### src/rtl/ram_port_controller.sv
// ram_port_controller
// Sequencing initiator for a 16 x 4 register-file RAM. Takes one read or write
// request at a time over a valid/ready handshake. It drives the RAM address,
// data and write strobe through setup, strobe and hold phases so that the
// address is stable around the strobe. After a write it optionally reads the
// word back and flags any difference from the data that was written.
//
// Parameters
//   HoldCycles  number of cycles (1..7) that address/data stay stable after the
//               write strobe falls
//   Verify      1: compare the read-back value against the written data
//
// Ports
//   clk_i, rst_i                  clock; asynchronous active-high reset
//   req_valid_i / req_ready_o     request handshake
//   req_write_i                   1 = write, 0 = read
//   req_addr_i, req_data_i        word address and write data
//   rsp_valid_o / rsp_ready_i     response handshake
//   rsp_data_o, rsp_mismatch_o    read data or read-back value, and the
//                                 write-verify flag
//   ram_addr_o, ram_data_o        RAM address/select and data-in buses
//   ram_write_o                   RAM write strobe (registered)
//   ram_read_data_i               RAM selected-word output
`timescale 1ns/1ps
module ram_port_controller #(
  parameter int unsigned HoldCycles = 1,
  parameter bit          Verify     = 1'b1
) (
  input  logic       clk_i,
  input  logic       rst_i,
  input  logic       req_valid_i,
  output logic       req_ready_o,
  input  logic       req_write_i,
  input  logic [3:0] req_addr_i,
  input  logic [3:0] req_data_i,
  output logic       rsp_valid_o,
  input  logic       rsp_ready_i,
  output logic [3:0] rsp_data_o,
  output logic       rsp_mismatch_o,
  output logic [3:0] ram_addr_o,
  output logic [3:0] ram_data_o,
  output logic       ram_write_o,
  input  logic [3:0] ram_read_data_i
);

  typedef enum logic [2:0] {
    StIdle,
    StSetup,
    StStrobe,
    StHold,
    StSample,
    StResp
  } state_e;

  localparam logic [2:0] HoldLoad = 3'(HoldCycles);

  state_e     state_q, state_d;
  logic       wr_q, wr_d;
  logic [3:0] ram_addr_q, ram_addr_d;
  // This register also holds the captured write data that the read-back is compared against.
  logic [3:0] ram_data_q, ram_data_d;
  logic       ram_write_q, ram_write_d;
  logic [2:0] hold_cnt_q, hold_cnt_d;
  logic       req_ready_q, req_ready_d;
  logic       rsp_valid_q, rsp_valid_d;
  logic [3:0] rsp_data_q, rsp_data_d;
  logic       rsp_mis_q, rsp_mis_d;

  always_comb begin
    state_d     = state_q;
    wr_d        = wr_q;
    ram_addr_d  = ram_addr_q;
    ram_data_d  = ram_data_q;
    ram_write_d = ram_write_q;
    hold_cnt_d  = hold_cnt_q;
    req_ready_d = req_ready_q;
    rsp_valid_d = rsp_valid_q;
    rsp_data_d  = rsp_data_q;
    rsp_mis_d   = rsp_mis_q;

    unique case (state_q)
      StIdle: begin
        if (req_valid_i) begin
          // The request is captured straight onto the RAM buses, so the SETUP cycle already drives them.
          wr_d        = req_write_i;
          ram_addr_d  = req_addr_i;
          ram_data_d  = req_data_i;
          req_ready_d = 1'b0;
          state_d     = StSetup;
        end
      end
      StSetup: begin
        if (wr_q) begin
          ram_write_d = 1'b1;
          state_d     = StStrobe;
        end else begin
          state_d = StSample;
        end
      end
      StStrobe: begin
        ram_write_d = 1'b0;
        hold_cnt_d  = HoldLoad;
        state_d     = StHold;
      end
      StHold: begin
        if (hold_cnt_q <= 3'd1) begin
          rsp_data_d  = ram_read_data_i;
          rsp_mis_d   = Verify && (ram_read_data_i != ram_data_q);
          rsp_valid_d = 1'b1;
          hold_cnt_d  = 3'd0;
          state_d     = StResp;
        end else begin
          hold_cnt_d = hold_cnt_q - 3'd1;
        end
      end
      StSample: begin
        rsp_data_d  = ram_read_data_i;
        rsp_mis_d   = 1'b0;
        rsp_valid_d = 1'b1;
        state_d     = StResp;
      end
      StResp: begin
        if (rsp_ready_i) begin
          rsp_valid_d = 1'b0;
          req_ready_d = 1'b1;
          state_d     = StIdle;
        end
      end
      default: begin
        ram_write_d = 1'b0;
        rsp_valid_d = 1'b0;
        req_ready_d = 1'b1;
        state_d     = StIdle;
      end
    endcase
  end

  always_ff @(posedge clk_i or posedge rst_i) begin
    if (rst_i) begin
      state_q     <= StIdle;
      wr_q        <= 1'b0;
      ram_addr_q  <= 4'h0;
      ram_data_q  <= 4'h0;
      ram_write_q <= 1'b0;
      hold_cnt_q  <= 3'd0;
      req_ready_q <= 1'b1;
      rsp_valid_q <= 1'b0;
      rsp_data_q  <= 4'h0;
      rsp_mis_q   <= 1'b0;
    end else begin
      state_q     <= state_d;
      wr_q        <= wr_d;
      ram_addr_q  <= ram_addr_d;
      ram_data_q  <= ram_data_d;
      ram_write_q <= ram_write_d;
      hold_cnt_q  <= hold_cnt_d;
      req_ready_q <= req_ready_d;
      rsp_valid_q <= rsp_valid_d;
      rsp_data_q  <= rsp_data_d;
      rsp_mis_q   <= rsp_mis_d;
    end
  end

  assign req_ready_o    = req_ready_q;
  assign rsp_valid_o    = rsp_valid_q;
  assign rsp_data_o     = rsp_data_q;
  assign rsp_mismatch_o = rsp_mis_q;
  assign ram_addr_o     = ram_addr_q;
  assign ram_data_o     = ram_data_q;
  assign ram_write_o    = ram_write_q;

endmodule

### config.mk
export PLATFORM = sky130hd
export DESIGN_NAME = ram_port_controller
export DESIGN_NICKNAME = d
export VERILOG_FILES = /design/src/rtl/ram_port_controller.sv
export SDC_FILE = /design/constraint.sdc
export NUM_CORES = 1
export LEC_CHECK = 0
export ABC_AREA = 1
export CORE_MARGIN = 2
export CORE_UTILIZATION = 48
export CTS_BUF_LIST = sky130_fd_sc_hd__clkbuf_2
export DETAILED_ROUTE_END_ITERATION = 12
export GPL_TIMING_DRIVEN = 0
export PLACE_DENSITY = 0.81
export SETUP_SLACK_MARGIN = 0.2
export SLEW_MARGIN = 20
export SYNTH_ARGS = -nofsm -noshare
export SYNTH_HDL_FRONTEND = slang
export SYNTH_SLANG_ARGS = --single-unit
### constraint.sdc
create_clock -name clk_i -period 1.6 [get_ports clk_i]
set_clock_uncertainty 0.05 [all_clocks]
set_input_delay 0.16 -clock clk_i [delete_from_list [all_inputs] [get_ports clk_i]]
set_output_delay 0.16 -clock clk_i [all_outputs]
set_load 0.005 [all_outputs]
==> results of run 1 <==
## kinds of logic after synthesis
group,count (synthesis),synth area share
compound gates,16,0.0754
fa+ha+maj,1,0.0112
simple gates,69,0.282
xor+xnor,5,0.0394
flops,23,0.519
buf+inv,21,0.0731
## placed cells by master (no fill, tap or decap), types with 2 or more instances in the layout
cell type / n
nand2_1: 35
dfrtp_1: 20
clkdlybuf4s50_1: 16
dlygate4sd2_1: 16
inv_1: 15
nor2_1: 13
o21ai_1: 10
nand3_1: 10
buf_4: 9
nand2_2: 4
a21oi_1: 4
xor2_1: 4
inv_2: 3
clkbuf_2: 3
nand4_1: 2
dfrtp_2: 2
## per-stage QoR
| step | cells | cell area (sq um) | setup WS [ps] |
|---|---|---|---|
| final | 206 | 1540 | 248 |
| after global routing | 206 | 1540 | 187 |
| after CTS | 203 | 1500 | 224 |
| after detailed placement | 195 | 1470 | 204 |
| after global placement | 195 | 1470 | 255 |
| after floorplan | 135 | 1110 | 395 |
## worst max-delay path by stage
stage / slack (ps) / endpoint / cells past startpoint
floorplan: 390 / ram_addr_o[0] / 6
global placement: 250 / ram_addr_o[0] / 5
detailed placement: 200 / state_q[2] / 8
CTS: 220 / req_ready_o / 1
global route: 190 / req_ready_o / 8
finish: 250 / req_ready_o / 1
## flip-flops by register name, indices dropped and copies added, names as in the netlist
register,count
rsp_valid_o,1
rsp_mismatch_o,1
hold_cnt_q,3
ram_addr_o,4
state_q,3
ram_data_o,4
req_ready_o,1
rsp_data_o,4
wr_q,1
ram_write_o,1
## worst reg2reg max path, cell delays in order, from the launching register on
cell	delay (ps)
dfrtp_1	410
buf_4	170
nor2_4	150
nand2_1	120
nor2_2	140
nor2_1	70
nand2_1	70
nand2_1	50
nand2_1	60
## power by group
part	total [mW]	switching, mW	internal (mW)	leakage (nW)
combinational	1.36	0.730	0.635	0.534
sequential	1.00	0.152	0.850	0.281
clock	0.237	0.180	0.0567	0.0164
## final cells by class
| cell class | count | area (sq um) | share of cell area |
|---|---|---|---|
| sequential | 23 | 579 | 0.377 |
| multi-input combinational | 91 | 464 | 0.302 |
| timing repair buffer | 39 | 353 | 0.229 |
| inverter | 19 | 71.3 | 0.0464 |
| tap | 28 | 35.0 | 0.0228 |
| clock buffer | 3 | 15.0 | 0.00976 |
| buffer | 2 | 15.0 | 0.00976 |
| clock inverter | 1 | 5.00 | 0.00325 |
## what timing repair did
item                                    CTS  global route
gates cloned                              0             0
endpoints found under the setup margin   17            10
pin swaps                                 0             1
setup buffers                             4             3
gates resized for setup                  18             6
## routing by layer
metal	GRT usage	up-vias	routed length, um
met1	0.268	462	1130
met5	0	-	0
met2	0.359	37	1250
met3	0.0316	4	125
li1	-	511	-
met4	0.0769	0	17
==> flow_metrics.tcl, run 1 <==
set metrics [dict create \
    period_needed_ps 1350 \
    netlist_top_cells_area "dfrtp_1, nand2_1, inv_1" \
    areaGrowthSynthToFinish_pct 38.2 \
    yosys_warnings 0 \
    syn_nets 153 \
    start_util 0.503 \
    cts_hold_repair.buffers 0 \
    r2r_slack_ps 290 \
    worstSetupPathType "reg -> out" \
    critPathTopFamily "flip-flops" \
    dominantRegCellSynth "dfrtp_1" \
    cts_buffer_depth 2 \
    tritoncts "built" \
    drive_gt1_frac 0.157 \
    layout.nets 197 \
    grt_usage 0.210 \
    postSynthAreaPerCell_sq_um 8.24 \
    fillers 192 \
    path_max_fanout 2 \
    grt_max_degree 24 \
    synth_top_area_cell "dfrtp_1" \
    rsz0062_at_grt "true" \
    cts-root-buf "clkbuf_2" \
    dieHeight_um 52.1 \
    clkTransAtPathRegs_ps 230 \
    syn_area_sq_mm 0.00111 \
    fin_crit_sh 0.845 \
    netlist_instances 135 \
    yosysMostFrequentCell "nand2_1" \
    num_rows 17 \
    die_area_sq_mm 0.00272 \
    route.detailed.drc 0 \
    cts_buffers 3 \
    ys_async_sr_fraction 1.00 \
    antenna_cells 0 \
    fmax_ghz 0.740 \
    setup_violations 0 \
    grt_overflow 0 \
    rr_worst_depth 8 \
    utilization 0.695 \
    port_buffers 32 \
    cts_sinks 23 \
    yosysTopAreaCellShare 0.495 \
    p_per_area_mw_per_mm2 1690 \
    synth-edff-count 0 \
    worstSkewPairLatency_ps 330 \
    routed_via_density 4.92 \
    grt_pass1_wl_um 4200 \
    p_total_mw 2.60 \
    synth.ff_latch_count 23 \
    startpoint_type "flip-flop" \
    boundaryPins 33 \
    antenna_found_initial 0 \
    worst_pin_slew_ps 863 \
    required_ps 1390 \
    dp_hpwl_um 1850 \
    routedWlPerCell_um 12.2 \
    slew_violations 0 \
    max_slew_margin 0.424 \
    max_cap_viol_count 0 \
    ir_drop_v 0.000859 \
    ys_types 21 \
    crit_path_start "req_ready_o" \
    r2r-start "state_q[0]" \
    htreeDepth 1 \
    drtIter0Drc 28 \
    tns_ps 0 \
    via_count 1014 \
    synthTopCellsByCount "nand2_1, dfrtp_1, inv_1, nor2_1" \
    routabilityCongestion 0.831 \
    r2r_end "req_ready_o" \
    arrival_ps 1140 \
    crit_path_top_delay_cell "dfstp_2" \
    slowest_delay_ps 580 \
    core_sq_mm 0.00221 \
    holdWs_ps 214 \
    status "complete, no violations" \
    ys_seq_area_frac 0.519 \
    grt_pass1_vias 992 \
    path_cells "dlygate4sd2_1" \
    worst_setup_path_end_kind "output pin" \
    die_w_um 52.1 \
    hold_class "in -> async" \
    routed_wl_um 2520 \
    ant_nets 0 \
    first_pass_iters 6 \
    finalHoldViolations 0 \
    leakage_nw 0.832 \
    critPathBufInv 1 \
]
Note: power is estimated with default switching activity, not from simulation.
==> run 2, diff against run 1 <==
CORE_UTILIZATION = 43   (was 48)
PLACE_DENSITY = 0.77   (was 0.81)
clock period = 1.2 ns   (was 1.6 ns; I/O delays follow)
==> flow_metrics.tcl, run 2 (synthesized netlist as in run 1, its figures left out) <==
set metrics [dict create \
    fmax_ghz 0.784 \
    cts_sinks 23 \
    place_area_sq_mm 0.00149 \
    grt_pass1_wl_um 4400 \
    core_sq_mm 0.00245 \
    worstSkewPairLatency_ps 340 \
    grt_usage 0.210 \
    first_pass_iters 4 \
    routedWlPerCell_um 13.1 \
    start_util 0.453 \
    layout_common_cells "nand2_1, dfrtp_1, clkdlybuf4s50_1" \
    htreeDepth 1 \
    clkTransAtPathRegs_ps 220 \
    finalHoldViolations 0 \
    layout.nets 208 \
    max_cap_viol_count 0 \
    violations "negative setup slack" \
    timing.final.ws_setup_ps -75.6 \
    port_buffers 32 \
    ant_nets 0 \
    boundaryPins 33 \
    die_area_sq_mm 0.00301 \
    startpoint_type "flip-flop" \
    num_rows 18 \
    final_cell_area_sq_mm 0.00171 \
    fin_crit_sh 1.06 \
    ir_drop_v 0.00147 \
    required_ps 1400 \
    clkPwrFrac 0.077 \
    dp_hpwl_um 1800 \
    areaGrowthSynthToFinish_pct 53.3 \
    antenna_found_initial 0 \
    final_common_cell "nand2_1" \
    dieHeight_um 54.9 \
    sequentialPowerShare 0.333 \
    routabilityCongestion 0.768 \
    tritoncts "built" \
    p_per_area_mw_per_mm2 2400 \
    p_comb_frac 0.589 \
    utilization 0.695 \
    status "finished with violations" \
    grt_overflow 0 \
    grt_pass1_vias 1020 \
    route.detailed.drc 0 \
    p_int_mw 2.38 \
    drive_gt1_frac 0.434 \
    slew_violations 0 \
    p_switching_mw 1.72 \
    swShare 0.419 \
    cts_buffers 3 \
    die_w_um 54.9 \
    cts_buffer_depth 2 \
    cts-root-buf "clkbuf_2" \
    rsz0062_at_grt "true" \
    cts_hold_repair.buffers 0 \
    grt_max_degree 24 \
    drtIter0Drc 18 \
    routed_via_density 4.99 \
    worst_pin_slew_ps 500 \
    worstSetupPathType "reg -> reg" \
    setup_violations 17 \
    hold_class "in -> async" \
    routed_wl_um 2870 \
    via_count 1092 \
    antenna_cells 0 \
    leakage_nw 0.897 \
    worst_setup_path_end_kind "flip-flop" \
    path_max_fanout 6 \
    arrival_ps 1470 \
    max_slew_margin 0.666 \
    period_needed_ps 1280 \
]
[run 2: cell count changes in the layout (fill, tap and decap cells not counted), sizes merged]
cell,before,now
clkbuf,3,4
buf,9,35
dlygate4sd2,16,0
clkinvlp,0,1
clkinv,2,0
nand2,40,41
[run 2: final timing paths]
kind	slack, ps	endpoint	depth (start not counted)	start
max reg2reg	-80	ram_addr_o[0]	5	state_q[1]
min reg2reg	450	req_ready_o	2	req_ready_o
min in group clk_i	230	ram_data_o[1]	3	req_data_i[1]
max in group asynchronous	710	state_q[2]	2	rst_i
min	60	rsp_mismatch_o	2	rst_i
max	-80	ram_addr_o[0]	5	state_q[1]
[run 2: power by group through the flow]
stage	combinational, mW	clock (mW)	sequential (mW)
floorplan	1.06	0	1.38
finish	2.42	0.318	1.37
CTS	2.05	0.325	1.34
detailed placement	1.88	0	1.39
global placement	1.81	0	1.38
global route	2.67	0.358	1.40
[run 2: what timing repair did]
item                       CTS  global route
resized for setup           77            30
pin swaps                    6            12
setup endpoints to repair   39            41
gates cloned                 2             0
buffers inserted            13             3
[run 2: stage by stage]
step	setup TNS [ps]	setup WS (ps)	power, mW	hold slack (ps)	cells
after floorplan	0	27.8	2.45	71.1	135
after global placement	-2050	-122	3.19	401	197
after detailed placement	-2510	-125	3.27	413	197
after CTS	-548	-54.2	3.71	192	216
after global routing	-2210	-149	4.43	76.2	219
final	-908	-75.6	4.10	65.0	219
[run 2: cell type report]
| class | instances | area [sq um] |
|---|---|---|
| timing repair buffer | 49 | 389 |
| multi-input combinational | 92 | 577 |
| buffer | 2 | 22.5 |
| tap | 30 | 37.5 |
| inverter | 19 | 80.1 |
| fill | 186 | 749 |
| clock buffer | 4 | 20.0 |
| sequential | 23 | 579 |
[run 2: routing by layer]
metal  wire length (um)  share of wire  global-route usage  up-vias
li1                   -              -                   -      530
met1               1200           0.42               0.253      519
met2               1460           0.51               0.357       36
met3                152          0.053              0.0410        7
met4                 57          0.020               0.100        0
met5                  0              0                   0        -
[run 2: critical path, stage by stage, from the launching register on]
cell     delay [ps]
dfrtp_2         520
nor2_4          190
nand3_4         150
buf_6           170
nand2_2          50
o21ai_1          50
==> run 3, diff against run 2 <==
GPL_TIMING_DRIVEN = not set   (was 0)
==> flow_metrics.tcl, run 3 (synthesized netlist as in run 1, its figures left out) <==
set metrics [dict create \
    swShare 0.413 \
    htreeDepth 1 \
    dieHeight_um 54.9 \
    clkTransAtPathRegs_ps 260 \
    first_pass_iters 6 \
    dp_hpwl_um 1980 \
    hold_class "in -> async" \
    cts-root-buf "clkbuf_2" \
    worstSkewPairLatency_ps 350 \
    num_rows 18 \
    sequentialPowerShare 0.330 \
    leakage_nw 0.951 \
    fin_crit_sh 1.11 \
    setup_violations 20 \
    antenna_found_initial 0 \
    grt_overflow 0 \
    place_area_sq_mm 0.00159 \
    slowest_delay_ps 520 \
    routedWlPerCell_um 13.2 \
    timing.final.ws_setup_ps -126 \
    crit_path_top_delay_cell "dfrtp_2" \
    port_buffers 32 \
    routabilityCongestion 0.793 \
    final_common_cell "nand2_1" \
    max_slew_margin 0.796 \
    r2r_slack_ps -130 \
    start_util 0.453 \
    die_area_sq_mm 0.00301 \
    p_comb_frac 0.592 \
    boundaryPins 33 \
    violations "negative setup slack" \
    routed_wl_um 3040 \
    path_max_fanout 6 \
    antenna_cells 0 \
    cts_buffers 3 \
    cts_sinks 23 \
    p_switching_mw 1.73 \
    multi_input_area_sq_um 541 \
    p_int_mw 2.45 \
    clkPwrFrac 0.078 \
    via_count 1154 \
    required_ps 1430 \
    cts_buffer_depth 2 \
    arrival_ps 1560 \
    drive_gt1_frac 0.400 \
    routed_via_density 5.02 \
    areaGrowthSynthToFinish_pct 58.7 \
    rsz0062_at_grt "true" \
    startpoint_type "flip-flop" \
    max_cap_viol_count 0 \
    ir_drop_v 0.00130 \
    die_w_um 54.9 \
    tritoncts "built" \
    p_per_area_mw_per_mm2 2370 \
    slew_violations 0 \
    grt_pass1_wl_um 4610 \
    layout_common_cells "nand2_1, buf_4, dfrtp_1" \
    route.detailed.drc 0 \
    grt_usage 0.213 \
    layout.nets 219 \
    regArea_sq_um 581 \
    worst_pin_slew_ps 305 \
    grt_pass1_vias 1043 \
    fillers 183 \
    fmax_ghz 0.754 \
    holdWs_ps 2.89 \
    worstSetupPathType "reg -> reg" \
    grt_max_degree 24 \
    period_needed_ps 1330 \
    path_cells "buf_4 > nand3_2 > nand2_4 > nor2_4 > nand3_1 > nand2_1" \
    worst_setup_path_end_kind "flip-flop" \
    final_cell_area_sq_mm 0.00177 \
    drtIter0Drc 15 \
    status "finished with violations" \
    utilization 0.719 \
    ant_nets 0 \
    finalHoldViolations 0 \
    core_sq_mm 0.00245 \
]
[run 3: changes by cell type in the layout (fill, tap and decap cells not counted), moves of 5 or more]
cell / change
nand2_1: +11
nand2_2: -11
o21ai_1: +6
o21ai_2: -6
buf_4: +13
buf_6: -5
[run 3: worst paths after layout]
check | cells past startpoint | to | start
worst max register to register | 6 | req_ready_o | state_q[1]
min in group clk_i | 3 | ram_data_o[1] | req_data_i[1]
worst min-delay path | 3 | rsp_mismatch_o | rst_i
worst min register to register | 2 | req_ready_o | req_ready_o
worst max-delay path | 6 | req_ready_o | state_q[1]
max in group asynchronous | 3 | req_ready_o | rst_i
[run 3: worst max-delay path, delay by kind of cell (launching register included)]
| family | cells | cell delay (ps) |
|---|---|---|
| and+or+nand+nor | 5 | 530 |
| buffers and inverters | 1 | 150 |
| DFF | 1 | 520 |
[run 3: metal layers]
layer / track usage / share of wire / vias up
met5: 0 / 0 / -
met4: 0.0500 / 0.0026 / 0
met3: 0.0328 / 0.057 / 2
met2: 0.373 / 0.50 / 39
met1: 0.272 / 0.44 / 557
li1: - / - / 556
[run 3: per-stage QoR]
stage	setup TNS (ps)	power, mW	std cells	setup WS [ps]
finish	-1150	4.18	230	-126
global route	-2170	4.48	230	-145
CTS	-425	3.79	222	-50.1
detailed placement	-433	3.47	207	-55.0
global placement	-5.51	3.39	207	-5.51
floorplan	0	2.45	135	27.8
[run 3: power by group through the flow]
| stage | Combinational (mW) | Clock [mW] | Sequential (mW) |
|---|---|---|---|
| 6_report | 2.48 | 0.326 | 1.38 |
| 5_1_grt | 2.71 | 0.356 | 1.42 |
| 4_1_cts | 2.12 | 0.319 | 1.36 |
| 3_5_place_dp | 2.06 | 0 | 1.42 |
| 3_3_place_gp | 1.98 | 0 | 1.41 |
| 2_1_floorplan | 1.06 | 0 | 1.38 |
[run 3: cell type report]
| class | count | area share |
|---|---|---|
| flip-flops and latches | 23 | 0.329 |
| well taps | 30 | 0.0213 |
| repair buffers | 62 | 0.291 |
| clock buffers | 3 | 0.00850 |
| inverters | 19 | 0.0418 |
| multi-input cells | 92 | 0.306 |
| clock inverters | 1 | 0.00283 |
[run 3: repair_timing]
item | 4_1_cts | 5_1_grt
pin swaps | 9 | 8
resized for setup | 74 | 13
setup endpoints to repair | 39 | 39
gates cloned | 0 | 1
hold buffers | 0 | 0
buffers inserted | 11 | 7
